## src/rtl/uart_pkg.sv

```systemverilog
// Shared types for the buffered UART transmitter: FSM state encoding and
// the per-frame configuration latched at the start of every frame.
package uart_pkg;

  localparam int unsigned DIVIDER_WIDTH_MAX = 32;

  typedef enum logic [2:0] {
    ST_IDLE,
    ST_START,
    ST_DATA,
    ST_PARITY,
    ST_STOP1,
    ST_STOP2
  } tx_state_t;

  typedef struct packed {
    logic [3:0]                   data_bits;
    logic                         parity_en;
    logic                         parity_even;
    logic                         two_stop;
    logic [DIVIDER_WIDTH_MAX-1:0] divider;
  } frame_cfg_t;

endpackage

```

## src/rtl/uart_sync_fifo.sv

```systemverilog
// Synchronous FIFO with fall-through read data; push and pop may coincide at
// any fill level, and a push while full is accepted only alongside a pop.
module uart_sync_fifo #(
  parameter int unsigned WIDTH = 8,
  parameter int unsigned DEPTH = 16
) (
  input  logic                     clk,
  input  logic                     rst,
  input  logic                     push,
  input  logic                     pop,
  input  logic [WIDTH-1:0]         din,
  output logic [WIDTH-1:0]         dout,
  output logic                     full,
  output logic                     empty,
  output logic [$clog2(DEPTH):0]   count
);

  localparam int unsigned AW = $clog2(DEPTH);
  localparam int unsigned CW = AW + 1;

  logic [WIDTH-1:0] mem [DEPTH];
  logic [AW-1:0]    wr_ptr;
  logic [AW-1:0]    rd_ptr;
  logic             do_push;
  logic             do_pop;

  assign full    = (count == CW'(DEPTH));
  assign empty   = (count == '0);
  assign do_pop  = pop && !empty;
  assign do_push = push && (!full || do_pop);
  assign dout    = mem[rd_ptr];

  always_ff @(posedge clk) begin
    if (do_push) begin
      mem[wr_ptr] <= din;
    end
  end

  always_ff @(posedge clk) begin
    if (rst) begin
      wr_ptr <= '0;
      rd_ptr <= '0;
      count  <= '0;
    end else begin
      if (do_push) begin
        wr_ptr <= wr_ptr + AW'(1);
      end
      if (do_pop) begin
        rd_ptr <= rd_ptr + AW'(1);
      end
      case ({do_push, do_pop})
        2'b10:   count <= count + CW'(1);
        2'b01:   count <= count - CW'(1);
        default: count <= count;
      endcase
    end
  end

endmodule

```

## src/rtl/uart_tx_buffered.sv

```systemverilog
// FIFO-buffered UART transmitter with runtime data length, optional parity
// and 1/2 stop bits; queued frames are sent back-to-back without idle gaps.
module uart_tx_buffered
  import uart_pkg::*;
#(
  parameter int unsigned DATA_BITS_MAX = 8,
  parameter int unsigned FIFO_DEPTH    = 16,
  parameter int unsigned DIVIDER_WIDTH = 16
) (
  input  logic                               clock_i,
  input  logic                               reset_i,
  input  logic                               write_i,
  input  logic [DATA_BITS_MAX-1:0]           data_i,
  input  logic [$clog2(DATA_BITS_MAX+1)-1:0] data_bits_i,
  input  logic                               two_stop_bits_i,
  input  logic                               parity_bit_i,
  input  logic                               parity_even_i,
  input  logic [DIVIDER_WIDTH-1:0]           clock_divider_i,
  output logic                               serial_o,
  output logic                               busy_o,
  output logic                               full_o,
  output logic                               empty_o,
  output logic [$clog2(FIFO_DEPTH):0]        count_o,
  output logic                               overflow_o
);

  localparam int unsigned BW = $clog2(DATA_BITS_MAX + 1);

  logic                     write_q;
  logic                     push_req;
  logic                     pop;
  logic [DATA_BITS_MAX-1:0] fifo_dout;
  logic                     fifo_full;
  logic                     fifo_empty;

  tx_state_t                state;
  frame_cfg_t               cfg;
  logic [DATA_BITS_MAX-1:0] shreg;
  logic [DIVIDER_WIDTH-1:0] cnt;
  logic [3:0]               bit_idx;
  logic                     par_acc;
  logic [BW-1:0]            eff_bits;
  logic                     bit_done;
  logic                     frame_end;

  uart_sync_fifo #(
    .WIDTH (DATA_BITS_MAX),
    .DEPTH (FIFO_DEPTH)
  ) u_fifo (
    .clk   (clock_i),
    .rst   (reset_i),
    .push  (push_req),
    .pop   (pop),
    .din   (data_i),
    .dout  (fifo_dout),
    .full  (fifo_full),
    .empty (fifo_empty),
    .count (count_o)
  );

  always_comb begin
    eff_bits = data_bits_i;
    if (data_bits_i < BW'(5)) begin
      eff_bits = BW'(5);
    end else if (data_bits_i > BW'(DATA_BITS_MAX)) begin
      eff_bits = BW'(DATA_BITS_MAX);
    end
  end

  assign push_req  = write_i && !write_q;
  assign bit_done  = (cnt == '0);
  assign frame_end = bit_done &&
                     ((state == ST_STOP1 && !cfg.two_stop) || state == ST_STOP2);
  // Popping on the last stop cycle lets the next start bit follow immediately.
  assign pop       = !fifo_empty && (state == ST_IDLE || frame_end);

  assign full_o  = fifo_full;
  assign empty_o = fifo_empty;
  assign busy_o  = (state != ST_IDLE) || !fifo_empty;

  always_ff @(posedge clock_i) begin
    if (reset_i) begin
      write_q    <= 1'b0;
      overflow_o <= 1'b0;
      state      <= ST_IDLE;
      serial_o   <= 1'b1;
      cfg        <= '0;
      shreg      <= '0;
      cnt        <= '0;
      bit_idx    <= '0;
      par_acc    <= 1'b0;
    end else begin
      write_q    <= write_i;
      overflow_o <= push_req && fifo_full && !pop;

      if (pop) begin
        state           <= ST_START;
        serial_o        <= 1'b0;
        shreg           <= fifo_dout;
        cfg.data_bits   <= 4'(eff_bits);
        cfg.parity_en   <= parity_bit_i;
        cfg.parity_even <= parity_even_i;
        cfg.two_stop    <= two_stop_bits_i;
        cfg.divider     <= DIVIDER_WIDTH_MAX'(clock_divider_i);
        cnt             <= clock_divider_i;
        bit_idx         <= '0;
        par_acc         <= 1'b0;
      end else if (state == ST_IDLE) begin
        serial_o <= 1'b1;
      end else if (!bit_done) begin
        cnt <= cnt - DIVIDER_WIDTH'(1);
      end else begin
        cnt <= DIVIDER_WIDTH'(cfg.divider);
        // Parity accumulates over exactly the bits shifted out, so masking is implicit.
        case (state)
          ST_START: begin
            state    <= ST_DATA;
            serial_o <= shreg[0];
            par_acc  <= par_acc ^ shreg[0];
            shreg    <= shreg >> 1;
          end
          ST_DATA: begin
            if (bit_idx == cfg.data_bits - 4'd1) begin
              if (cfg.parity_en) begin
                state    <= ST_PARITY;
                serial_o <= par_acc ^ ~cfg.parity_even;
              end else begin
                state    <= ST_STOP1;
                serial_o <= 1'b1;
              end
            end else begin
              bit_idx  <= bit_idx + 4'd1;
              serial_o <= shreg[0];
              par_acc  <= par_acc ^ shreg[0];
              shreg    <= shreg >> 1;
            end
          end
          ST_PARITY: begin
            state    <= ST_STOP1;
            serial_o <= 1'b1;
          end
          ST_STOP1: begin
            state    <= cfg.two_stop ? ST_STOP2 : ST_IDLE;
            serial_o <= 1'b1;
          end
          default: begin
            state    <= ST_IDLE;
            serial_o <= 1'b1;
          end
        endcase
      end
    end
  end

endmodule

```

## config.mk

```make
export PLATFORM = sky130hd
export DESIGN_NAME = uart_tx_buffered
export DESIGN_NICKNAME = d
export VERILOG_FILES = /design/src/rtl/uart_pkg.sv /design/src/rtl/uart_sync_fifo.sv /design/src/rtl/uart_tx_buffered.sv
export SDC_FILE = /design/constraint.sdc
export NUM_CORES = 1
export LEC_CHECK = 0
export ABC_AREA = 0
export CAP_MARGIN = 20
export CELL_PAD_IN_SITES_DETAIL_PLACEMENT = 0
export CELL_PAD_IN_SITES_GLOBAL_PLACEMENT = 1
export CORE_MARGIN = 2
export CORE_UTILIZATION = 50
export CTS_CLUSTER_SIZE = 25
export DETAILED_ROUTE_END_ITERATION = 7
export GPL_ROUTABILITY_DRIVEN = 0
export PLACE_DENSITY = 0.78
export SYNTH_ARGS = -nofsm -noshare
export SYNTH_HDL_FRONTEND = slang
export SYNTH_SLANG_ARGS = --single-unit
export TNS_END_PERCENT = 10
```

## constraint.sdc

```tcl
create_clock -name clock_i -period 8.85 [get_ports clock_i]
set_input_delay 2.2125 -clock clock_i [delete_from_list [all_inputs] [get_ports clock_i]]
set_output_delay 2.2125 -clock clock_i [all_outputs]
set_load 0.005 [all_outputs]
```

==> reports/summary.txt <==
status = complete, no violations
Mean Syn Cell Area = 12.7 µm²
FMAX = 187 MHz
Die ar. = 18400 µm²
Metal-1 WL = 8.20 mm
CTS tree = yes
static leakage = 3.40 nW
Post-synth EDFFs = 128
DRC viols = 0
Vias = 5576
WP data required = 6.64 ns
Fillers = 1352
Initial Util = 50.5%
TritonRoute pass-1 iters = 5
Top FF cell, synth = edfxtp_1
#FFs+latches synth = 203
mean routed wirelength per cell = 19.9 µm
HPWL Detailed = 12.3 mm
slowest CP cell = or4_1
design internal power = 2.19 mW
die height = 136 µm
Comb pwr share = 31.3%
cell taking the most area after synthesis = edfxtp_1
first-pass GRT wire length = 29.9 mm
Synth top cells by count = edfxtp_1, nor2_1, dfxtp_1, nand2_1, a21oi_1
maxcap violations = 0
CTS clk-pin slew, worst paths = 0.06 ns
Rows = 48
Flop pwr share = 37.1%
final wirelength = 19.2 mm
Peak VDD IR = 0.161 mV
Clock power frac = 31.5%
minimum clock period = 5.34 ns
syn nets = 730
clk_lat worst skew = 0.51 ns
actual slew at the worst max-slew pin = 0.882 ns
cts bufs inserted = 23
synthesized instance count = 683
met3 wire len = 1.20 mm
postcts setup bufs = 0
Post-synth ARST share = 0%
Netlist Area Pre-Place = 8650 µm²
Yosys cell types = 62
drt via density = 5.78
core area = 17100 µm²
Final TNS setup = 0 ns
largest cells by area after synthesis = edfxtp_1, dfxtp_1, mux4_2, nor2_1, nand2_1
Max Root-Sink Buffers = 3
sw power = 1.08 mW
1st-iter DRT viols = 344
switching portion of total power = 33.0%
Top Ports = 44
clk root buf = clkbuf_16
largest stage delay on the critical path = 0.64 ns
CTS resizes = 0
Layout Nets = 771
max_slew headroom = 40.7%
Crit Path Class = reg -> out
final setup fails = 0
H-Tree Depth = 1
Setup Skew = 0.0184 ns
share of the synthesized area in the top cell type = 44.4%
worst path cell trace = or4_1 > nand2b_1 > nor2_1 > inv_1 > clkdlybuf4s50_1
period utilization = 60.3%
largest net degree at the start of global routing = 67
TritonCTS Sinks = 203
Routed Antenna Nets = 0
RSZ-0062 raised after global routing = no
vias in the first global route = 5491
sequential-to-total area share from yosys stat = 61.8%
Total Power = 3.26 mW
Power per Cell Area = 323 nW/µm²
Ant. Diodes = 0
share of cells above drive strength 1 = 11.9%
area grow syn2layout = 16.6%
Setup crit start kind = flip-flop
final hold violation count = 0
crit path max fanout = 20
Yosys warnings = 0
Port Buffers = 43
max-slew violations = 0
top-count cell post-synth = edfxtp_1
Die Wd = 136 µm
Post-CTS Hold Fix Bufs = 0
uppermost layer routed = met4
worst hold path class = reg -> reg
antenna violations before repair = 0
grt ovf = 0
overall routing resource usage = 21.2%
arrival time worst endpoint = 3.13 ns
met2 WL = 9.48 mm
CP Capture Type = primary output
-- sequential cells by signal, indices dropped and copies added, names as in the netlist, named ones only --
name	count
u_fifo.wr_ptr	4
u_fifo.count	5
serial_o	1
u_fifo.rd_ptr	4
cfg	23
write_q	1
cnt	16
par_acc	1
overflow_o	1
bit_idx	4
state	3
u_fifo.mem	128
shreg	8
-- metal layers --
metal	global-route usage (%)	vias to the layer above
met5	0	-
met4	5.50	0
met3	3.67	31
met2	35.7	165
met1	28.9	2749
li1	-	2631
-- power by group through the flow --
stage	Combinational (mW)	Sequential (mW)	Clock, mW
floorplan	0.771	1.21	0
global placement	0.996	1.23	0
detailed placement	1.02	1.23	0
CTS	1.03	1.21	1.04
global route	1.13	1.23	1.08
finish	1.02	1.21	1.03
-- per-stage QoR --
stage                     util [%]  setup slack [ns]  cells  hold WS [ns]  cell area (µm²)
after floorplan                  -              4.47    683         0.432             8650
final                         58.9              3.51    965         0.456            10100
after global placement        54.0              3.90    920         0.439             9240
after CTS                     58.8              3.49    961         0.455            10100
after global routing          58.9              3.30    965         0.483            10100
after detailed placement      54.0              3.78    920         0.447             9240
-- cell type report --
class | instances | area [µm²] | share of cell area [%]
flip-flops and latches | 203 | 5350 | 53.0
inverters | 17 | 65.1 | 0.645
well taps | 225 | 282 | 2.79
clock buffers | 24 | 579 | 5.74
multi-input cells | 427 | 3080 | 30.6
clock inverters | 17 | 243 | 2.41
repair buffers | 52 | 488 | 4.84
-- logic make-up (layout without fill, tap and decap cells) --
group                    count (synthesis)  after routing  synth area share [%]
AO/OA/AOI/OAI                          104            104                  8.04
XOR/XNOR                                29             29                  3.11
adder cells (fa/ha/maj)                 13             13                  1.97
buffers and inverters                   53            110                  2.53
flip-flops                             203            203                  61.8
multiplexers                            44             44                  9.74
AND/OR/NAND/NOR                        237            237                  12.8
-- cell usage in the layout (no fill, tap or decap), types with 12 or more instances in the layout --
cell	Yosys	layout
edfxtp_1	128	128
nor2_1	76	76
nand2_1	75	75
dfxtp_1	75	75
a21oi_1	42	42
clkdlybuf4s50_1	0	42
mux4_2	32	32
clkbuf_16	0	23
nor3_1	22	22
xor2_1	17	17
inv_1	16	16
o22ai_1	15	15
ha_1	12	12
-- worst paths after layout --
check | startpoint | endpoint | slack [ns] | cells after the start
hold / removal | cfg[2] | cfg[2] | 0.46 | 2
hold reg to reg | cfg[2] | cfg[2] | 0.46 | 2
setup reg to reg | cnt[0] | u_fifo.count[4] | 4.41 | 16
setup / recovery | u_fifo.count[0] | busy_o | 3.51 | 5
-- critical path, delay by kind of cell (launching register included) --
kind | cells | cell delay [ns]
buf+inv | 2 | 0.98
flops | 1 | 0.35
simple gates | 3 | 1.29
Note: power is estimated with default switching activity, not from simulation.
